### src/rtl/char_stream_buffer_if.sv
// Valid/ready write and read channels of the character playback buffer.
// The master side is the host/sink, the slave side is the buffer itself.
interface char_stream_buffer_if #(
   parameter int DATA_W = 8
);
   logic              wr_valid;
   logic [DATA_W-1:0] wr_data;
   logic              wr_ready;
   logic              rd_valid;
   logic [DATA_W-1:0] rd_data;
   logic              rd_ready;

   modport master (
      output wr_valid, wr_data, rd_ready,
      input  wr_ready, rd_valid, rd_data
   );

   modport slave (
      input  wr_valid, wr_data, rd_ready,
      output wr_ready, rd_valid, rd_data
   );
endinterface

### src/rtl/char_stream_buffer.sv
// Character playback engine: load a message through the write channel, then
// stream it once or in a loop through the read channel with a live countdown.
module char_stream_buffer #(
   parameter int DATA_W  = 8,
   parameter int DEPTH   = 16,
   parameter int LOOP_EN = 1
) (
   input  logic                   clk,
   input  logic                   rst_n,
   input  logic                   ena,
   input  logic                   clear,
   input  logic                   start,
   input  logic                   loop_mode,
   input  logic                   abort,
   char_stream_buffer_if.slave    bus,
   output logic [$clog2(DEPTH):0] chars_remaining,
   output logic [$clog2(DEPTH):0] fill,
   output logic                   busy,
   output logic                   done,
   output logic                   overflow,
   output logic [7:0]             loop_cnt
);

   localparam int CNT_W = $clog2(DEPTH) + 1;
   localparam int PTR_W = $clog2(DEPTH);

   typedef enum logic {
      IDLE = 1'b0,
      PLAY = 1'b1
   } state_t;

   state_t            state_q;
   state_t            state_d;
   logic [DATA_W-1:0] mem [DEPTH];
   logic [PTR_W-1:0]  rd_ptr;
   logic              loop_flag;
   logic              done_q;

   logic full;
   logic idle_en;
   logic play_en;
   logic do_clear;
   logic do_start;
   logic do_abort;
   logic wr_fire;
   logic wr_drop;
   logic rd_fire;
   logic last_xfer;

   // Control decode; clear beats start, and start beats a write in the same cycle.
   assign full      = (fill == CNT_W'(DEPTH));
   assign idle_en   = ena && (state_q == IDLE);
   assign play_en   = ena && (state_q == PLAY);
   assign do_clear  = idle_en && clear;
   assign do_start  = idle_en && !clear && start && (fill != '0);
   assign do_abort  = play_en && abort;
   assign wr_fire   = bus.wr_valid && bus.wr_ready;
   assign wr_drop   = idle_en && !clear && !start && bus.wr_valid && full;
   assign rd_fire   = bus.rd_valid && bus.rd_ready;
   assign last_xfer = rd_fire && (chars_remaining == CNT_W'(1));

   // NOTE: sequential state uses non-blocking assignments so every flop samples
   // pre-edge values regardless of process ordering.
   always_ff @(posedge clk or negedge rst_n) begin
      if (!rst_n) begin
         state_q <= IDLE;
      end else begin
         state_q <= state_d;
      end
   end

   // NOTE: every always_comb output gets a default first so no path infers a latch.
   always_comb begin
      state_d = state_q;
      case (state_q)
         IDLE: begin
            if (do_start) begin
               state_d = PLAY;
            end
         end
         PLAY: begin
            if (do_abort || (last_xfer && !loop_flag)) begin
               state_d = IDLE;
            end
         end
         default: state_d = IDLE;
      endcase
   end

   always_comb begin
      bus.wr_ready = 1'b0;
      bus.rd_valid = 1'b0;
      bus.rd_data  = '0;
      busy         = 1'b0;
      case (state_q)
         IDLE: begin
            bus.wr_ready = ena && !full && !clear && !start;
         end
         PLAY: begin
            busy         = 1'b1;
            bus.rd_valid = ena;
            if (ena) begin
               bus.rd_data = mem[rd_ptr];
            end
         end
         default: ;
      endcase
   end

   // A done held across an ena=0 stretch is released once ena returns.
   assign done = done_q && ena;

   always_ff @(posedge clk or negedge rst_n) begin
      if (!rst_n) begin
         fill            <= '0;
         rd_ptr          <= '0;
         chars_remaining <= '0;
         loop_cnt        <= '0;
         loop_flag       <= 1'b0;
         overflow        <= 1'b0;
         done_q          <= 1'b0;
      end else if (ena) begin
         done_q <= last_xfer && !loop_flag && !abort;
         case (state_q)
            IDLE: begin
               if (do_clear) begin
                  fill     <= '0;
                  overflow <= 1'b0;
               end else if (do_start) begin
                  rd_ptr          <= '0;
                  chars_remaining <= fill;
                  loop_cnt        <= '0;
                  loop_flag       <= loop_mode && (LOOP_EN != 0);
               end else begin
                  if (wr_fire) begin
                     fill <= fill + CNT_W'(1);
                  end
                  if (wr_drop) begin
                     overflow <= 1'b1;
                  end
               end
            end
            PLAY: begin
               if (do_abort) begin
                  chars_remaining <= '0;
               end else if (last_xfer) begin
                  if (loop_flag) begin
                     rd_ptr          <= '0;
                     chars_remaining <= fill;
                     if (loop_cnt != 8'hFF) begin
                        loop_cnt <= loop_cnt + 8'd1;
                     end
                  end else begin
                     chars_remaining <= '0;
                  end
               end else if (rd_fire) begin
                  rd_ptr          <= rd_ptr + PTR_W'(1);
                  chars_remaining <= chars_remaining - CNT_W'(1);
               end
            end
            default: ;
         endcase
      end
   end

   // NOTE: the character store has no reset; fill alone says which entries are valid,
   // and leaving it reset-free lets it map onto plain RAM.
   always_ff @(posedge clk) begin
      if (wr_fire) begin
         mem[fill[PTR_W-1:0]] <= bus.wr_data;
      end
   end

   a_fill_bound : assert property (@(posedge clk) disable iff (!rst_n)
      fill <= CNT_W'(DEPTH));

   a_idle_count : assert property (@(posedge clk) disable iff (!rst_n)
      (state_q == IDLE) |-> (chars_remaining == '0));

   a_rd_hold : assert property (@(posedge clk) disable iff (!rst_n)
      (bus.rd_valid && !bus.rd_ready && !abort) |=> (!bus.rd_valid || $stable(bus.rd_data)));

endmodule

### src/flat_wrapper.sv
// flat-port wrapper written by rule: the top's interface ports become plain ports
module char_stream_buffer_flat 
#(
   parameter int DATA_W  = 8,
   parameter int DEPTH   = 16,
   parameter int LOOP_EN = 1
)
  (clk, rst_n, ena, clear, start, loop_mode, abort, chars_remaining, fill, busy, done, overflow, loop_cnt, bus_wr_valid, bus_wr_data, bus_rd_ready, bus_wr_ready, bus_rd_valid, bus_rd_data);
  char_stream_buffer_if #(.DATA_W(DATA_W)) bus_i ();
  input  logic clk;
  input  logic rst_n;
  input  logic ena;
  input  logic clear;
  input  logic start;
  input  logic loop_mode;
  input  logic abort;
  output logic [$clog2(DEPTH):0] chars_remaining;
  output logic [$clog2(DEPTH):0] fill;
  output logic busy;
  output logic done;
  output logic overflow;
  output logic [7:0] loop_cnt;
  input wire logic [$bits(bus_i.wr_valid)-1:0] bus_wr_valid;
  input wire logic [$bits(bus_i.wr_data)-1:0] bus_wr_data;
  input wire logic [$bits(bus_i.rd_ready)-1:0] bus_rd_ready;
  output wire logic [$bits(bus_i.wr_ready)-1:0] bus_wr_ready;
  output wire logic [$bits(bus_i.rd_valid)-1:0] bus_rd_valid;
  output wire logic [$bits(bus_i.rd_data)-1:0] bus_rd_data;
  assign bus_i.wr_valid = bus_wr_valid;
  assign bus_i.wr_data = bus_wr_data;
  assign bus_i.rd_ready = bus_rd_ready;
  assign bus_wr_ready = bus_i.wr_ready;
  assign bus_rd_valid = bus_i.rd_valid;
  assign bus_rd_data = bus_i.rd_data;
  char_stream_buffer #(.DATA_W(DATA_W), .DEPTH(DEPTH), .LOOP_EN(LOOP_EN)) u_core (.clk(clk), .rst_n(rst_n), .ena(ena), .clear(clear), .start(start), .loop_mode(loop_mode), .abort(abort), .bus(bus_i), .chars_remaining(chars_remaining), .fill(fill), .busy(busy), .done(done), .overflow(overflow), .loop_cnt(loop_cnt));
endmodule
### config.mk
export PLATFORM = sky130hd
export DESIGN_NAME = char_stream_buffer_flat
export DESIGN_NICKNAME = d
export VERILOG_FILES = /design/src/rtl/char_stream_buffer_if.sv /design/src/rtl/char_stream_buffer.sv /design/src/flat_wrapper.sv
export SDC_FILE = /design/constraint.sdc
export NUM_CORES = 1
export LEC_CHECK = 0
export ABC_AREA = 1
export CAP_MARGIN = 20
export CORE_ASPECT_RATIO = 1.1
export CORE_MARGIN = 2
export CORE_UTILIZATION = 32
export DETAILED_ROUTE_END_ITERATION = 10
export SLEW_MARGIN = 10
export SYNTH_ARGS = -nofsm -noshare
export SYNTH_HDL_FRONTEND = slang
export SYNTH_SLANG_ARGS = --single-unit
### constraint.sdc
create_clock -name clk -period 3.9 [get_ports clk]
set_input_delay 0.78 -clock clk [delete_from_list [all_inputs] [get_ports clk]]
set_output_delay 0.78 -clock clk [all_outputs]
set_load 0.05 [all_outputs]
==> results of run 1 <==
area by class of cell:
cell class | instances | share of cell area [%]
clock buffer | 18 | 5.04
clock inverter | 13 | 1.22
inverter | 49 | 2.19
multi-input combinational | 488 | 26.6
sequential | 154 | 52.8
tap | 295 | 4.34
timing repair buffer | 60 | 7.76
path summary, 6_finish.rpt:
kind	startpoint	endpoint	slack, ns
worst max register to register	u_core.state_q	u_core.mem[12][2]	1.18
min in group asynchronous	rst_n	u_core.loop_cnt[0]	0.73
worst min register to register	u_core.overflow	u_core.overflow	0.52
worst min-delay path	u_core.overflow	u_core.overflow	0.52
worst max-delay path	ena	bus_wr_ready	0.48
max in group asynchronous	rst_n	u_core.rd_ptr[0]	2.89
cells by family after synthesis:
logic type / count (synthesis)
compound gates: 55
xor+xnor: 7
buf+inv: 81
simple gates: 418
fa+ha+maj: 8
flops: 154
power groups by stage:
stage          combinational (mW)  sequential (mW)  clock (mW)
6_report                     2.05             1.98        1.50
5_1_grt                      2.26             2.00        1.61
4_1_cts                      2.06             1.98        1.53
3_5_place_dp                 2.05             2.01           0
3_3_place_gp                 2.04             2.01           0
2_1_floorplan                1.25             2.15           0
synth_stat cells, drive strengths merged:
cell type and count:
clkbuf 14, ha 8, nand2 211, nor3b 1, a21boi 1, nor2 108, nor3 3, nand3b 1
o21ai 37, edfxtp 128, nand4 5, buf 18, o21bai 2, nand3 88, o22ai 1, clkinv 1
xor2 7, nor4 1, inv 48, a21oi 14, dfrtp 26
registers in the layout (all words and copies together), names as in the netlist:
name and cells:
u_core.done_q 1, u_core.rd_ptr 4, u_core.loop_flag 1, u_core.fill 5, u_core.overflow 1, u_core.mem 128
u_core.chars_remaining 5, u_core.loop_cnt 8, u_core.state_q 1
routing by layer:
metal / routed length [um] / GRT usage [%]
met1: 7920 / 21.4
met2: 8400 / 25.4
met3: 1240 / 3.64
met4: 218 / 4.68
met5: 0 / 0
critical path, cell delays in order:
cell	delay [ns]
clkdlybuf4s50_1	0.67
nand3_4	0.14
nor3_1	0.20
clkdlybuf4s50_1	0.83
metrics by stage:
step	area, sq um	total power [mW]
after floorplan	7110	3.40
after CTS	8510	5.57
final	8510	5.53
after global routing	8510	5.87
after global placement	7980	4.06
after detailed placement	7980	4.06
==> impl_metrics.toml, run 1 <==
[timing]
finalMaxSlewViolations = 0
hold_violations = 0
grt_setup_unrepaired = "false"
fin_skew_ns = 0.00630
setup_viol = 0
max-slew-margin-rel_pct = 39.3
tightest_slew_ns = 0.907
fin_crit_sh_pct = 87.6
hold_ws_ns = 0.518
fin_tns_setup_ns = 0
post-route-min-period_ns = 3.42
max_freq_mhz = 293
layout_setup_ws_ns = 0.482

[yosys]
synth_top_family_by_area = "simple AND/OR/NAND/NOR gates"
synth-xor-area-share_pct = 0.862
syn_avg_cell_area_sq_um = 9.83
synth-seq-area-share_pct = 63.2
muxShareOfSynthArea_pct = 0
post_synth_num_cell_types = 36
synth_top_area_share_pct = 54.1
yosys.area.top_type = "edfxtp_1"
synth_compound_area_share_pct = 4.31
synth_area_sq_mm = 0.00711
syn-num-nets = 748
synthAdderAreaFrac_pct = 1.41
synth_cells = 723
yosysWarnings = 0
synth-seq-cells = 154
yosys-top-cells-area = "edfxtp_1, nand2_1, dfrtp_1"
synth_simple_gate_area_share_pct = 25.2

[cts]
clock_latency_ns = 0.42
tritoncts = "done"
clock-sinks = 154
numCtsBuffers = 17
cts-root-buf = "clkbuf_16"
postCtsSetupRepairBufs = 0
cts_max_level = 4
clk_pin_slew_ns = 0.06
clock_path_buffers = 2
post_cts_resized = 0
cts_hold_buf = 0

[power_and_ir_drop]
power_density_mw_per_mm2 = 650
switching_share_pct = 39.1
clkPwrFrac_pct = 27.2
intPower_mw = 3.37
seq_power_share_pct = 35.7
pwr-share-comb_pct = 37.1
p_leak_nw = 3.35
ir_drop_v = 0.000420
netSwitchingPower_mw = 2.17

[route]
avgRoutedWirePerCell_um = 16.5
firstDrtPassIters = 6
ant_nets = 0
drc = 0
drt_wl_total_mm = 17.8
drt-vias-per-instance = 4.76
vias = 5126
drtIter0Drc = 524

[floorplanning]
rows = 57
io_pins = 48
die-width_um = 146
dieArea_sq_mm = 0.0234
die_height_um = 160
start_util_pct = 32.4
core_sq_mm = 0.0220

[worst_setup_path]
crit_required_ns = 3.12
critical_path_class = "in2out"
critPathMaxFanout = 7
cp_data_arrival_time_ns = 2.64
end_kind = "primary output"
cp-start-kind = "input port"
ff2ff_path_depth = 7

[outcome]
run_status = "finished clean"

[grt]
track_usage_pct = 15.8
grt_overflow_total = 0
grt_pass1_wl_mm = 28.4
antenna_found_initial = 0
grt_pass1_vias = 4985
grt_start_max_net_pins = 68

[layout]
final_cell_mix = "nand2_1, edfxtp_1, nor2_1"
final_cells = 1077
seq_area_sq_mm = 0.00450
area_delta_synth_final_pct = 19.7
final.fill_count = 2203
multiInputGateArea_sq_mm = 0.00227
final_util_pct = 38.7
fin_nets = 795
layout_commonest_cell = "nand2_1"
drive_above_1_share_pct = 9.08
antennaDiodeCount = 0

[min_path]
min_path_cells = 2
hold_path.class = "reg2reg"

[placed_design]
hpwlAfterDp_mm = 11.5
gp_congestion = 0.872
dp_cells = 1046
post-place-ws_ns = 0.497
io_buffers = 47

[flow_run]
maxCapViolCount = 0
(Power assumes the default switching activity.)
==> run 2: changes to the inputs <==
--- a/config.mk
+++ b/config.mk
@@ -9,8 +9,10 @@
 export CAP_MARGIN = 20
 export CORE_ASPECT_RATIO = 1.1
 export CORE_MARGIN = 2
-export CORE_UTILIZATION = 32
+export CORE_UTILIZATION = 63
 export DETAILED_ROUTE_END_ITERATION = 10
+export PLACE_DENSITY = 0.84
+export SKIP_LAST_GASP = 1
 export SLEW_MARGIN = 10
 export SYNTH_ARGS = -nofsm -noshare
 export SYNTH_HDL_FRONTEND = slang
==> run 2 against run 1 <==
Compared with the run above:
- final cell count down 14%
- first-iteration DRC count is 3.1% higher
- utilization up 37 points
- via count rose by 6.9%
- critical path depth rose by 2
- clock skew grew 0.0035 ns
- power rose by 3.3%
- global-route usage up 14 points
- non-clock buffer count is 9 lower
- cell area shrank 2.0%
- worst hold slack gained 0.0062 ns
==> impl_metrics.toml, run 2 (synthesis gave the netlist of run 1 again) <==
[worst_setup_path]
slowest_delay_ns = 0.72
cp-start-kind = "register"
critPathMaxFanout = 65
crit_slowest_cell = "inv_2"
crit_path_cell_trace = "inv_2 -> o21ai_0 -> nand3_1 -> nand3_1 -> a21oi_1 -> buf_12"
cp_data_arrival_time_ns = 2.69
end_kind = "primary output"
critical_path_class = "reg2out"
crit_top_cell = "nand3_1"
ff2ff_path_depth = 7
reg2reg_slack_ns = 1.03
crit_required_ns = 3.12

[placed_design]
hpwlAfterDp_mm = 11.0
io_buffers = 47
gp_congestion = 0.937
dp_cells = 889
postPlaceCellArea_sq_mm = 0.00771

[timing]
max-slew-margin-rel_pct = 33.2
tightest_slew_ns = 1.00
grt_setup_unrepaired = "false"
hold_violations = 0
fin_tns_setup_ns = 0
max_freq_mhz = 288
setup_viol = 0
fin_skew_ns = 0.00978
fin_crit_sh_pct = 88.9
finalMaxSlewViolations = 0
post-route-min-period_ns = 3.47

[layout]
design_area_sq_mm = 0.00834
drive_above_1_share_pct = 8.01
largest_reg_flops = 128
final.fill_count = 690
antennaDiodeCount = 0
final_cell_mix = "nand2_1, edfxtp_1, nor2_1"
area_delta_synth_final_pct = 17.3
final_cells = 921
fin_nets = 786
layout_commonest_cell = "nand2_1"
final_util_pct = 76.1

[power_and_ir_drop]
netSwitchingPower_mw = 2.16
clkPwrFrac_pct = 29.8
switching_share_pct = 37.9
intPower_mw = 3.55
p_leak_nw = 3.35
seq_power_share_pct = 34.7
ir_drop_v = 0.000580
pwr-share-comb_pct = 35.5
power_density_mw_per_mm2 = 685

[route]
drtIter0Drc = 540
avgRoutedWirePerCell_um = 18.9
vias = 5479
ant_nets = 0
firstDrtPassIters = 6
drt-vias-per-instance = 5.95
drc = 0
drt_wl_total_mm = 17.4

[floorplanning]
rows = 40
die-width_um = 105
start_util_pct = 64.9
dieArea_sq_mm = 0.0122
core_sq_mm = 0.0110
io_pins = 48
die_height_um = 115

[cts]
tritoncts = "done"
numCtsBuffers = 17
cts_max_level = 4
clock_path_buffers = 2
cts_hold_buf = 0
clk_pin_slew_ns = 0.06
clock_latency_ns = 0.42
cts-root-buf = "clkbuf_16"
postCtsSetupRepairBufs = 0
post_cts_resized = 0
clock-sinks = 154

[grt]
grt_start_max_net_pins = 68
grt_pass1_wl_mm = 27.4
antenna_found_initial = 0
grt_overflow_total = 0
track_usage_pct = 30.1
grt_pass1_vias = 5348

[outcome]
run_status = "finished clean"

[flow_run]
maxCapViolCount = 0

[min_path]
min_path_cells = 2
hold_path.class = "reg2reg"
run 2: final cells by class:
cell class / count / area, sq um / share of cell area, %
Clock inverter: 6 / 65.1 / 0.780
Inverter: 49 / 186 / 2.24
Clock buffer: 26 / 566 / 6.78
Tap cell: 147 / 184 / 2.21
Multi-Input combinational cell: 488 / 2260 / 27.1
Timing Repair Buffer: 51 / 581 / 6.96
Sequential cell: 154 / 4500 / 53.9
run 2: metrics by stage:
step                      total power [mW]  setup slack, ns  hold slack, ns
after floorplan                       3.40            0.839           0.484
after global placement                3.92            0.520           0.506
after global routing                  5.98            0.304           0.565
after CTS                             5.68            0.486           0.520
final                                 5.71            0.433           0.524
after detailed placement              3.98            0.505           0.492
run 2: power by group through the flow:
stage	Sequential (mW)	Clock, mW	Combinational (mW)
after floorplan	2.15	0	1.25
after global placement	2.01	0	1.91
after detailed placement	2.01	0	1.96
after CTS	1.98	1.71	1.99
after global routing	2.00	1.79	2.20
final	1.98	1.70	2.03
run 2: worst paths after layout:
check | startpoint | end
setup / recovery | u_core.rd_ptr[0] | bus_rd_data[5]
min in group asynchronous | rst_n | u_core.loop_cnt[6]
setup reg to reg | u_core.state_q | u_core.mem[9][6]
max in group asynchronous | rst_n | u_core.rd_ptr[0]
hold reg to reg | u_core.overflow | u_core.overflow
hold / removal | u_core.overflow | u_core.overflow
run 2: worst max-delay path, delay by kind of cell, from the launching register on:
| family | cells | cell delay, ns |
|---|---|---|
| and+or+nand+nor | 2 | 0.33 |
| DFF | 1 | 0.41 |
| AOI/OAI and AO/OA | 2 | 0.62 |
| buffers and inverters | 2 | 0.90 |
run 2: layer usage:
metal	up-vias	global-route usage (%)	wire length, um
met5	-	0	0
met4	0	15.3	766
met3	69	7.31	1680
met2	375	50.0	8460
met1	2550	37.2	6530
li1	2485	-	-
